### config.mk
export PLATFORM = sky130hd
export DESIGN_NAME = key_event_decoder
export DESIGN_NICKNAME = d
export VERILOG_FILES = /design/src/rtl/key_event_pkg.sv /design/src/rtl/key_debounce_fsm.sv /design/src/rtl/key_event_decoder.sv
export SDC_FILE = /design/constraint.sdc
export NUM_CORES = 1
export LEC_CHECK = 0
export ABC_AREA = 1
export BUFFER_PORTS_ARGS = -buffer_cell sky130_fd_sc_hd__buf_4
export CAP_MARGIN = 10
export CORE_AREA = 2 2 82 84
export CTS_CLUSTER_DIAMETER = 80
export DETAILED_ROUTE_END_ITERATION = 8
export DIE_AREA = 0 0 84 86
export PLACE_DENSITY = 0.78
export SLEW_MARGIN = 20
export SYNTH_ARGS = -nofsm -noshare
export SYNTH_HDL_FRONTEND = slang
export SYNTH_SLANG_ARGS = --single-unit
### constraint.sdc
create_clock -name clk -period 1.5 [get_ports clk]
set_input_delay 0.075 -clock clk [delete_from_list [all_inputs] [get_ports clk]]
set_output_delay 0.075 -clock clk [all_outputs]
set_load 0.05 [all_outputs]
### src/rtl/key_event_pkg.sv
// key_event_pkg: channel FSM state encoding and default timing constants
// shared by key_event_decoder and key_debounce_fsm.
package key_event_pkg;

  typedef enum logic [1:0] {
    UP,
    PRESS_WAIT,
    DOWN,
    REL_WAIT
  } key_state_e;

  localparam int unsigned DEBOUNCE_DEFAULT = 1000;
  localparam int unsigned LONG_DEFAULT     = 50_000_000;

endpackage

### src/rtl/key_debounce_fsm.sv
// key_debounce_fsm: one push-button channel (synchronizer, debounce FSM,
// hold counter). Long-press logic is built only with KEY_LONG_PRESS_EN.
module key_debounce_fsm
  import key_event_pkg::*;
#(
  parameter int unsigned DEBOUNCE_CYCLES = DEBOUNCE_DEFAULT,
  parameter int unsigned LONG_CYCLES     = LONG_DEFAULT
) (
  input  logic clk,
  input  logic rst,
  input  logic key_n,
  output logic level,
  output logic press,
  output logic release_evt,
  output logic toggle,
  output logic long_press
);

  localparam int CW = $clog2(DEBOUNCE_CYCLES + 1);

  logic [1:0]    sync_q;
  logic          key_hi;
  key_state_e    state, state_n;
  logic [CW-1:0] cnt, cnt_n;
  logic          level_n, toggle_n, press_n, rel_n;

  always_ff @(posedge clk) begin
    if (rst) begin
      sync_q <= 2'b11;
    end else begin
      sync_q <= {sync_q[0], key_n};
    end
  end

  assign key_hi = sync_q[1];

  always_ff @(posedge clk) begin
    if (rst) begin
      state       <= UP;
      cnt         <= '0;
      level       <= 1'b0;
      toggle      <= 1'b0;
      press       <= 1'b0;
      release_evt <= 1'b0;
    end else begin
      state       <= state_n;
      cnt         <= cnt_n;
      level       <= level_n;
      toggle      <= toggle_n;
      press       <= press_n;
      release_evt <= rel_n;
    end
  end

  always_comb begin
    state_n  = state;
    cnt_n    = cnt;
    level_n  = level;
    toggle_n = toggle;
    press_n  = 1'b0;
    rel_n    = 1'b0;
    unique case (state)
      UP: begin
        if (!key_hi) begin
          state_n = PRESS_WAIT;
          cnt_n   = CW'(1);
        end
      end
      PRESS_WAIT: begin
        if (key_hi) begin
          state_n = UP;
          cnt_n   = '0;
        end else if (cnt == CW'(DEBOUNCE_CYCLES)) begin
          state_n  = DOWN;
          cnt_n    = '0;
          press_n  = 1'b1;
          level_n  = 1'b1;
          toggle_n = !toggle;
        end else begin
          cnt_n = cnt + CW'(1);
        end
      end
      DOWN: begin
        if (key_hi) begin
          state_n = REL_WAIT;
          cnt_n   = CW'(1);
        end
      end
      REL_WAIT: begin
        if (!key_hi) begin
          state_n = DOWN;
          cnt_n   = '0;
        end else if (cnt == CW'(DEBOUNCE_CYCLES)) begin
          state_n = UP;
          cnt_n   = '0;
          rel_n   = 1'b1;
          level_n = 1'b0;
        end else begin
          cnt_n = cnt + CW'(1);
        end
      end
      default: begin
        state_n = UP;
        cnt_n   = '0;
      end
    endcase
  end

`ifdef KEY_LONG_PRESS_EN
  logic [31:0] hold;
  logic        lp;

  // Hold count is zero outside a press and frozen while a release debounces.
  always_ff @(posedge clk) begin
    if (rst) begin
      hold <= '0;
      lp   <= 1'b0;
    end else begin
      lp <= 1'b0;
      unique case (state)
        UP, PRESS_WAIT: hold <= '0;
        DOWN: begin
          if (hold != '1) begin
            hold <= hold + 32'd1;
            lp   <= (hold + 32'd1) == 32'(LONG_CYCLES);
          end
        end
        default: hold <= hold;
      endcase
    end
  end

  assign long_press = lp;
`else
  assign long_press = 1'b0;
`endif

endmodule

### src/rtl/key_event_decoder.sv
// key_event_decoder: NKEYS independent debounced push-button channels.
// KEY_LONG_PRESS_EN enables long_press; "release" is a keyword, hence release_evt.
module key_event_decoder
  import key_event_pkg::*;
#(
  parameter int unsigned NKEYS           = 4,
  parameter int unsigned DEBOUNCE_CYCLES = DEBOUNCE_DEFAULT,
  parameter int unsigned LONG_CYCLES     = LONG_DEFAULT
) (
  input  logic             clk,
  input  logic             rst,
  input  logic [NKEYS-1:0] key_n,
  output logic [NKEYS-1:0] level,
  output logic [NKEYS-1:0] press,
  output logic [NKEYS-1:0] release_evt,
  output logic [NKEYS-1:0] toggle,
  output logic [NKEYS-1:0] long_press
);

  for (genvar i = 0; i < NKEYS; i++) begin : g_key
    key_debounce_fsm #(
      .DEBOUNCE_CYCLES(DEBOUNCE_CYCLES),
      .LONG_CYCLES    (LONG_CYCLES)
    ) u_fsm (
      .clk        (clk),
      .rst        (rst),
      .key_n      (key_n[i]),
      .level      (level[i]),
      .press      (press[i]),
      .release_evt(release_evt[i]),
      .toggle     (toggle[i]),
      .long_press (long_press[i])
    );
  end

endmodule
==> qor.yml, run 1 <==
timing:
  setup_violations: 0
  fin_worst_skew_ns: 0.00832
  post-route-period-util_pct: 92.8
  final_hold_viol_count: 0
  rsz0062_at_grt: "true"
  slew_viol_final: 0
  holdWs_ns: 0.412
  finalCriticalPeriod_ns: 1.39
  timing.final.ws_setup_ns: 0.108
  max_freq_mhz: 718
min_path:
  hp-class: "flip-flop to flip-flop"
synth:
  ys.warnings.count: 0
  async_reset_ff_share_pct: 0
  synth.top_cell.area_share_pct: 39.5
  synth_edf_count: 0
  synth_area_leaders: "dfxtp_1 (39%), nand2_1 (14%), inv_1 (5.9%)"
  synth_seq_cells: 72
  syn_avg_cell_area_um2: 7.06
  synthTopCellsByCount: "nand2_1 (133), dfxtp_1 (72), inv_1 (57), nor2_1 (44), a21oi_1 (40)"
  netlist_instances: 517
  ys_seq_area_share_pct: 39.5
  ys.flop_type: "dfxtp_1"
  post_synth_num_cell_types: 40
  synth.cell_area_mm2: 0.00365
  synth_top_area_cell: "dfxtp_1"
  yosysMostFrequentCell: "nand2_1"
global_routing:
  grt_pass1_wl_um: 12000
  grt_pass1_vias: 2807
  grtUsageTotal_pct: 20.2
  overflow: 0
  antenna_found_initial: 0
  grt_max_degree: 18
routing:
  wire_per_inst_um: 11.5
  vias: 3177
  drc: 0
  routed_via_density: 5.15
  first_iter_violations: 188
  finalWirelength_um: 7120
  first_pass_iters: 5
  drtAntennaViolNets: 0
final_layout:
  layout-drive-gt1-share_pct: 18.9
  n_fill_cell: 544
  layout.nets: 549
  finish.utilization_pct: 65.8
  n_antenna_cell: 0
  syn_to_final_growth_pct: 13.0
  fin_cells: 617
clock_network:
  tritoncts: "yes"
  cts_root_buf: "clkbuf_8"
  clk_latency_ns: 0.35
  htree_num_levels: 3
  clockBufferDepth: 2
  clock_sinks: 72
  clkTransAtPathRegs_ns: 0.08
  cts_inserted_buffers: 9
placed_design:
  post-place-ws_ns: 0.0372
  portBuffers: 21
  dp_hpwl_um: 4960
  place.gp.congestion: 0.877
  place_inst: 596
power_and_ir_drop:
  p_leak_uw: 0.00159
  total_power_uw: 4060
  comb_power_share_pct: 4.5
  switching_power_uw: 875
  sequentialPowerShare_pct: 48.0
  ir_worst_vdd_v: 0.000648
  p_int_uw: 3180
  swShare_pct: 21.5
  clock_power_share_pct: 47.5
  powerDensity_mw_per_mm2: 983
floorplan:
  ios: 26
  die_h_um: 86
  die_x_um: 84
  row_count: 29
  core_area_mm2: 0.00628
  initial_core_util_pct: 58.2
  dieArea_mm2: 0.00722
worst_setup_path:
  critPathLaunchType: "flip-flop"
  crit_fanout: 8
  end_kind: "flip-flop"
  required_ns: 1.73
  crit_type: "flip-flop to flip-flop"
  cp.arrival_ns: 1.63
job:
  cap_violations: 0
outcome:
  status: "finished clean"
==> metal layers <==
| metal | vias up | global-route usage, % | routed length (µm) |
|---|---|---|---|
| li1 | 1668 | - | - |
| met1 | 1446 | 26.0 | 3460 |
| met2 | 56 | 33.4 | 3300 |
| met3 | 7 | 4.62 | 282 |
| met4 | 0 | 7.62 | 78 |
| met5 | - | 0 | 0 |
==> placed cells by master, fill, tap and decap left out, drive strengths merged, types with 2 or more instances in the layout <==
master | Yosys | routed
o21bai | 4 | 4
clkinv | 1 | 2
nor3 | 15 | 15
conb | 1 | 4
a21oi | 41 | 41
a211oi | 3 | 3
nand3 | 41 | 41
o21ai | 25 | 25
nand2 | 138 | 138
dlygate4sd3 | 0 | 5
bufinv | 0 | 3
inv | 63 | 63
or2 | 10 | 10
nand4 | 5 | 5
nor2 | 52 | 52
clkbuf | 7 | 11
o22ai | 3 | 3
dfxtp | 72 | 72
buf | 22 | 28
ha | 8 | 8
==> flip-flops by register name (all words and copies together) (netlist names), named ones only <==
| name | cells |
|---|---|
| g_key.u_fsm.release_evt | 4 |
| g_key.u_fsm.sync_q | 8 |
| g_key.u_fsm.state | 4 |
| g_key.u_fsm.level | 4 |
| g_key.u_fsm.press | 4 |
| g_key.u_fsm.toggle | 4 |
| g_key.u_fsm.cnt | 40 |
==> metrics by stage <==
step                      area, µm²  TNS [ns]
final                          4130         0
after floorplan                3660         0
after global routing           4130   -0.0471
after CTS                      4090         0
after detailed placement       3780         0
after global placement         3780         0
==> cell families (layout without fill, tap and decap cells) <==
family          count (synthesis)  count (layout)  synth area share (%)
compound gates                 77              77                  11.3
simple gates                  265             265                  34.3
xor+xnor                        1               1                 0.240
other cells                     1               4                 0.103
buf+inv                        93             113                  11.9
fa+ha+maj                       8               8                  2.74
flops                          72              72                  39.5
==> critical path: stages (launching register included) <==
cell,delay [ns]
dfxtp_2,0.33
inv_1,0.09
ha_1,0.17
nand2_1,0.06
nor2_2,0.12
nand3_4,0.12
nand2_2,0.14
inv_4,0.07
o21ai_0,0.08
a21oi_1,0.09
==> cell type report <==
cell class	count	area (µm²)	area share (%)
multi-input cells	355	1820	44.0
flip-flops and latches	72	1450	35.1
repair buffers	33	260	6.30
inverters	64	250	6.06
clock buffers	11	151	3.67
clock inverters	5	103	2.49
well taps	77	96.3	2.33
==> worst paths after layout <==
check / start / cells past startpoint / slack (ns) / to
worst max-delay path: g_key[0].u_fsm.cnt[0] / 9 / 0.11 / g_key[0].u_fsm.cnt[7]
worst min-delay path: g_key[3].u_fsm.sync_q[0] / 1 / 0.41 / g_key[3].u_fsm.sync_q[1]
worst max register to register: g_key[0].u_fsm.cnt[0] / 9 / 0.11 / g_key[0].u_fsm.cnt[7]
worst min register to register: g_key[3].u_fsm.sync_q[0] / 1 / 0.41 / g_key[3].u_fsm.sync_q[1]
==> power groups by stage <==
stage | Combinational [µW] | Sequential, µW | Clock (µW)
floorplan | 131 | 1990 | 0
global placement | 168 | 1990 | 0
detailed placement | 171 | 1990 | 0
CTS | 182 | 1950 | 1950
global route | 202 | 1950 | 2030
finish | 183 | 1950 | 1930
==> what timing repair did <==
| item | in CTS | in global routing |
|---|---|---|
| endpoints found under the setup margin | 0 | 36 |
| buffers inserted | 0 | 0 |
| hold buffers | 5 | 0 |
| hold endpoints to repair | 8 | 0 |
| gates resized for setup | 0 | 20 |
No activity file was read; power rests on OpenSTA's default activity.
==> inputs of run 2 (changes only) <==
--- a/config.mk
+++ b/config.mk
@@ -8,10 +8,10 @@
 export ABC_AREA = 1
 export BUFFER_PORTS_ARGS = -buffer_cell sky130_fd_sc_hd__buf_4
 export CAP_MARGIN = 10
-export CORE_AREA = 2 2 82 84
+export CORE_AREA = 2 2 114 61
 export CTS_CLUSTER_DIAMETER = 80
 export DETAILED_ROUTE_END_ITERATION = 8
-export DIE_AREA = 0 0 84 86
+export DIE_AREA = 0 0 116 63
 export PLACE_DENSITY = 0.78
 export SLEW_MARGIN = 20
 export SYNTH_ARGS = -nofsm -noshare
==> run 2 against run 1 <==
Net effect:
- first-iteration DRC count increased by 59%
- register-to-register slack got worse by 0.06 ns
- die area increased by 1.2%
- clock-buffer cell count decreased by 1
- final area increased by 3.0%
- sequential share of layout area decreased by 1.1 points
- final cell count increased by 2.4%
- sequential cell count unchanged
- critical endpoint is now g_key[3].u_fsm.level
- power increased by 14%
- wire length increased by 14%
- highest routed layer unchanged
- clock power increased by 29%
==> qor.yml, run 2 (synthesis results as in run 1) <==
clock_network:
  cts_inserted_buffers: 9  # unchanged
  htree_num_levels: 3  # unchanged
  cts_root_buf: "clkbuf_16"
  clock_sinks: 72  # unchanged
  tritoncts: "yes"
  clkTransAtPathRegs_ns: 0.06  # -0.02 ns
  postCtsSetupRepairBufs: 0  # unchanged
  clockBufferDepth: 2  # unchanged
  clk_latency_ns: 0.34  # about the same
worst_setup_path:
  end_kind: "flip-flop"
  critPathLaunchType: "flip-flop"
  crit_fanout: 4  # -4
  cp.arrival_ns: 1.69  # +0.06 ns
  crit_type: "flip-flop to flip-flop"
  required_ns: 1.74  # about the same
power_and_ir_drop:
  ir_worst_vdd_v: 0.000759  # +17%
  total_power_uw: 4630  # +14%
  powerDensity_mw_per_mm2: 1090  # +11%
  p_leak_uw: 0.00164  # +3.0%
final_layout:
  multi_input_area_mm2: 0.00182  # +0.34%
  regArea_mm2: 0.00145  # -0.26%
  layout.nets: 549  # unchanged
  n_fill_cell: 560  # +2.9%
  n_antenna_cell: 0  # unchanged
  largest_reg_flops: 40  # unchanged
  final_common_cell: "nand2_1"
  syn_to_final_growth_pct: 16.4
  reg.largest.list: "g_key.u_fsm.cnt x40, g_key.u_fsm.sync_q x8"
  layout-drive-gt1-share_pct: 18.3  # -0.56 points
  top_register: "g_key.u_fsm.cnt"
  layout_common_cells: "nand2_1 (131), dfxtp_1 (68), inv_1 (55)"
placed_design:
  portBuffers: 21  # unchanged
  post-place-ws_ns: -0.00358  # -0.0408 ns
  dp_hpwl_um: 5380  # +8.6%
  place.gp.congestion: 0.924  # +5.5%
timing:
  slew_viol_final: 0  # unchanged
  post-route-period-util_pct: 96.6  # +3.8 points
  max_freq_mhz: 690  # -3.9%
  timing.final.ws_setup_ns: 0.0512  # -0.0563 ns
  rsz0062_at_grt: "true"
  finalCriticalPeriod_ns: 1.45  # +0.0563 ns
  fin_worst_skew_ns: 0.00584  # -0.00248 ns
  final_hold_viol_count: 0  # unchanged
  setup_violations: 0  # unchanged
outcome:
  status: "finished clean"
global_routing:
  grtUsageTotal_pct: 24.0  # +3.7 points
  antenna_found_initial: 0  # unchanged
  grt_max_degree: 39  # +21
  overflow: 0  # unchanged
  grt_pass1_wl_um: 13600  # +13%
  grt_pass1_vias: 3038  # +8.2%
routing:
  vias: 3274  # +3.1%
  drc: 0  # unchanged
  drtAntennaViolNets: 0  # unchanged
  first_pass_iters: 5  # unchanged
  finalWirelength_um: 8140  # +14%
  routed_via_density: 5.18  # +0.61%
  first_iter_violations: 299  # +59%
  wire_per_inst_um: 12.9  # +12%
floorplan:
  ios: 26  # unchanged
  die_x_um: 116  # +38%
  row_count: 21  # -28%
  dieArea_mm2: 0.00731  # +1.2%
  core_area_mm2: 0.00636  # +1.3%
  die_h_um: 63  # -27%
  initial_core_util_pct: 57.4  # -0.74 points
min_path:
  hp-class: "primary input to flip-flop"
job:
  cap_violations: 0  # unchanged
## run 2: cell types whose count changed in the layout (fill, tap and decap cells not counted), moves of 2 or more
cell / previous run / this run
clkbuf_8: 11 / 0
clkbuf_16: 0 / 9
dfxtp_2: 7 / 4
dfxtp_1: 65 / 68
clkinv_4: 0 / 2
## run 2: critical path, cell delays in order (launching register included)
cell	delay, ns
dfxtp_1	0.34
inv_2	0.08
ha_1	0.14
nand2_1	0.06
nor2_1	0.13
nand3_2	0.16
nor2_2	0.19
nand3_1	0.11
nand3_1	0.09
nand2_1	0.05
## run 2: worst paths after layout
| kind | start | to | slack, ns | cells past startpoint |
|---|---|---|---|---|
| max | g_key[3].u_fsm.cnt[0] | g_key[3].u_fsm.level | 0.05 | 9 |
| min | rst | g_key[2].u_fsm.toggle | 0.15 | 4 |
| min reg2reg | g_key[2].u_fsm.sync_q[0] | g_key[2].u_fsm.sync_q[1] | 0.40 | 1 |
| max reg2reg | g_key[3].u_fsm.cnt[0] | g_key[3].u_fsm.level | 0.05 | 9 |
## run 2: cell type report
type / count / share of cell area, %
Multi-Input combinational cell: 355 / 42.9
Sequential cell: 72 / 34.0
Timing Repair Buffer: 33 / 6.36
Inverter: 64 / 5.89
Clock buffer: 10 / 5.39
Clock inverter: 6 / 2.74
Tap cell: 92 / 2.71
## run 2: through the flow
stage	TNS, ns	area [µm²]	hold WS (ns)	std cells	utilization [%]
global placement	0	3820	0.261	612	60.1
detailed placement	-0.00358	3820	0.263	612	60.1
finish	0	4250	0.153	632	66.8
floorplan	0	3660	0.179	520	-
global route	-0.204	4250	0.195	632	66.8
CTS	0	4210	0.143	632	66.2
## run 2: repair_timing
| item | 4_1_cts | 5_1_grt |
|---|---|---|
| endpoints found under the setup margin | 1 | 38 |
| hold buffers | 4 | 0 |
| endpoints found under the hold margin | 4 | 0 |
| resized for setup | 1 | 17 |
| pin swaps | 0 | 4 |
## run 2: power breakdown
part / leakage (µW) / internal [µW] / total (µW) / switching, µW
combinational: 0.000890 / 61.5 / 192 / 130
clock: 0.000167 / 1640 / 2490 / 850
sequential: 0.000585 / 1930 / 1950 / 16.6
## run 2: routing by layer
metal	vias to the layer above	GRT usage [%]	part of all wire [%]
li1	1667	-	-
met1	1494	32.8	49
met2	102	35.2	44
met3	11	7.86	6.1
met4	0	8.78	1.3
met5	-	0	0
==> inputs of run 3 (changes only) <==
--- a/config.mk
+++ b/config.mk
@@ -10,9 +10,11 @@
 export CAP_MARGIN = 10
 export CORE_AREA = 2 2 114 61
 export CTS_CLUSTER_DIAMETER = 80
+export CTS_CLUSTER_SIZE = 20
 export DETAILED_ROUTE_END_ITERATION = 8
 export DIE_AREA = 0 0 116 63
-export PLACE_DENSITY = 0.78
+export PLACE_DENSITY = 0.74
+export RECOVER_POWER = 50
 export SLEW_MARGIN = 20
 export SYNTH_ARGS = -nofsm -noshare
 export SYNTH_HDL_FRONTEND = slang
==> run 3 against run 2 <==
Net effect:
- clock power down 23%
- setup slack improved by 0.026 ns
- global-route usage is 0.44 points lower
- worst hold slack worse by 0.077 ns
- combinational power barely moved
- power down 12%
==> qor.yml, run 3 (synthesis results as in run 1) <==
clock_network:
  cts_inserted_buffers: 9  # unchanged
  cts_root_buf: "clkbuf_16"
  clock_sinks: 72  # unchanged
  clockBufferDepth: 2  # unchanged
  tritoncts: "yes"
  clk_latency_ns: 0.34  # about the same
  htree_num_levels: 3  # unchanged
  clkTransAtPathRegs_ns: 0.06  # about the same
routing:
  first_iter_violations: 193  # -35%
  drtAntennaViolNets: 0  # unchanged
  vias: 3267  # -0.21%
  wire_per_inst_um: 12.6  # -2.2%
  finalWirelength_um: 7950  # -2.3%
  routed_via_density: 5.18  # about the same
  first_pass_iters: 5  # unchanged
  drc: 0  # unchanged
worst_setup_path:
  worstSetupStartpoint: "g_key[3].u_fsm.cnt[0]"
  end_kind: "flip-flop"
  r2r-start: "g_key[3].u_fsm.cnt[0]"
  required_ns: 1.74  # about the same
  crit_fanout: 3  # -1
  crit_slowest_cell: "dfxtp_2"
  cp-endpoint: "g_key[3].u_fsm.toggle"
  cp.arrival_ns: 1.66  # -0.03 ns
  rr_worst_depth: 9  # unchanged
  critPathLaunchType: "flip-flop"
  path_common_cell: "nand2_1"
  path_cells: "inv_2 > ha_4 > nand2_1 > nor2_1 > nand3_2 > nor3_4 > nand2_1 > nand2_1 > nor2_1"
  crit_type: "flip-flop to flip-flop"
  worst_path_largest_cell_delay_ns: 0.34  # about the same
  r2r_slack_ns: 0.08  # +0.03 ns
  rr_endpoint: "g_key[3].u_fsm.toggle"
timing:
  final_hold_viol_count: 0  # unchanged
  slew_viol_final: 0  # unchanged
  fin_worst_skew_ns: 0.0100  # +0.00417 ns
  tns_ns: 0  # unchanged
  holdWs_ns: 0.0757  # -0.0768 ns
  setup_violations: 0  # unchanged
  tightest_slew_ns: 0.608
  maxSlewHeadroom_pct: 59.6
  post-route-period-util_pct: 94.9  # -1.7 points
  finalCriticalPeriod_ns: 1.42  # -0.0257 ns
  timing.final.ws_setup_ns: 0.0769  # +0.0257 ns
  max_freq_mhz: 703  # +1.8%
  rsz0062_at_grt: "true"
global_routing:
  overflow: 0  # unchanged
  grtUsageTotal_pct: 23.5  # -0.44 points
  grt_pass1_wl_um: 13300  # -2.3%
  antenna_found_initial: 0  # unchanged
  grt_max_degree: 25  # -36%
  grt_pass1_vias: 3003  # -1.2%
final_layout:
  fin_cells: 631  # -0.16%
  layout-drive-gt1-share_pct: 15.2  # -3.1 points
  syn_to_final_growth_pct: 12.7
  largest_reg_flops: 40  # unchanged
  reg.largest.list: "g_key.u_fsm.cnt x40, g_key.u_fsm.sync_q x8"
  layout_common_cells: "nand2_1 (131), dfxtp_1 (66), inv_1 (54)"
  n_antenna_cell: 0  # unchanged
  layout.nets: 550  # +0.18%
  final_common_cell: "nand2_1"
  fin_area_mm2: 0.00412  # -3.1%
  top_register: "g_key.u_fsm.cnt"
floorplan:
  die_h_um: 63  # unchanged
  row_count: 21  # unchanged
  dieArea_mm2: 0.00731  # unchanged
  die_x_um: 116  # unchanged
  initial_core_util_pct: 57.4  # unchanged
  ios: 26  # unchanged
  core_area_mm2: 0.00636  # unchanged
min_path:
  whs_path_depth: 2  # -2
  hp-class: "primary input to flip-flop"
placed_design:
  portBuffers: 21  # unchanged
  dp_hpwl_um: 5590  # +3.9%
  place.gp.congestion: 0.924  # about the same
  post-place-ws_ns: -0.00262  # +0.000958 ns
  placed_area_mm2: 0.00382  # unchanged
  place_inst: 612  # unchanged
power_and_ir_drop:
  ir_worst_vdd_v: 0.000725  # -4.5%
  p_leak_uw: 0.00155  # -5.4%
  powerDensity_mw_per_mm2: 984  # -9.6%
outcome:
  status: "finished clean"
job:
  cap_violations: 0  # unchanged
run 3: cell types whose count changed in the layout (fill, tap and decap cells not counted), sizes merged:
cell	change
inv	-1
clkinv	-1
bufinv	-3
clkbuf	+23
buf	-19
run 3: worst max-delay path: cells and delay by family, from the launching register on:
family / cells / cell delay (ns)
flip-flops: 1 / 0.34
AND/OR/NAND/NOR: 7 / 0.78
buffers and inverters: 1 / 0.09
adder cells (fa/ha/maj): 1 / 0.12
run 3: what timing repair did:
action | CTS | global route
pin swaps | 0 | 7
hold buffers | 4 | 0
resized for setup | 1 | 25
setup endpoints to repair | 1 | 43
buffers inserted | 0 | 1
hold endpoints to repair | 4 | 0
run 3: metrics by stage:
step	power [µW]	util (%)
finish	4050	64.8
global route	4170	64.8
CTS	4070	64.8
detailed placement	2170	60.1
floorplan	2120	-
global placement	2170	60.1
run 3: worst min path at each step:
| stage | end | start | slack [ns] |
|---|---|---|---|
| after floorplan | g_key[0].u_fsm.sync_q[0] | key_n[0] | 0.18 |
| after global placement | g_key[0].u_fsm.sync_q[0] | key_n[0] | 0.26 |
| after detailed placement | g_key[0].u_fsm.sync_q[0] | key_n[0] | 0.26 |
| after CTS | g_key[2].u_fsm.cnt[1] | rst | 0.06 |
| after global routing | g_key[2].u_fsm.cnt[9] | rst | 0.09 |
| final | g_key[2].u_fsm.cnt[1] | rst | 0.08 |
run 3: final cells by class:
type	instances	area, µm²
Fill cell	559	2240
Clock inverter	1	5.00
Timing Repair Buffer	34	218
Sequential cell	72	1450
Tap cell	92	115
Clock buffer	13	250
Inverter	64	250
Multi-Input combinational cell	355	1830
run 3: layer usage:
metal | track usage [%] | vias to the layer above | part of all wire (%)
met2 | 33.9 | 112 | 41
li1 | - | 1674 | -
met4 | 8.33 | 0 | 1.7
met5 | 0 | - | 0
met1 | 32.4 | 1467 | 50
met3 | 8.34 | 14 | 6.8
run 3: report_power, final:
| part | switching (µW) | internal, µW | leakage, µW |
|---|---|---|---|
| sequential | 19.4 | 1940 | 0.000586 |
| clock | 762 | 1140 | 0.000126 |
| combinational | 128 | 64.6 | 0.000842 |
| total | 909 | 3140 | 0.00155 |
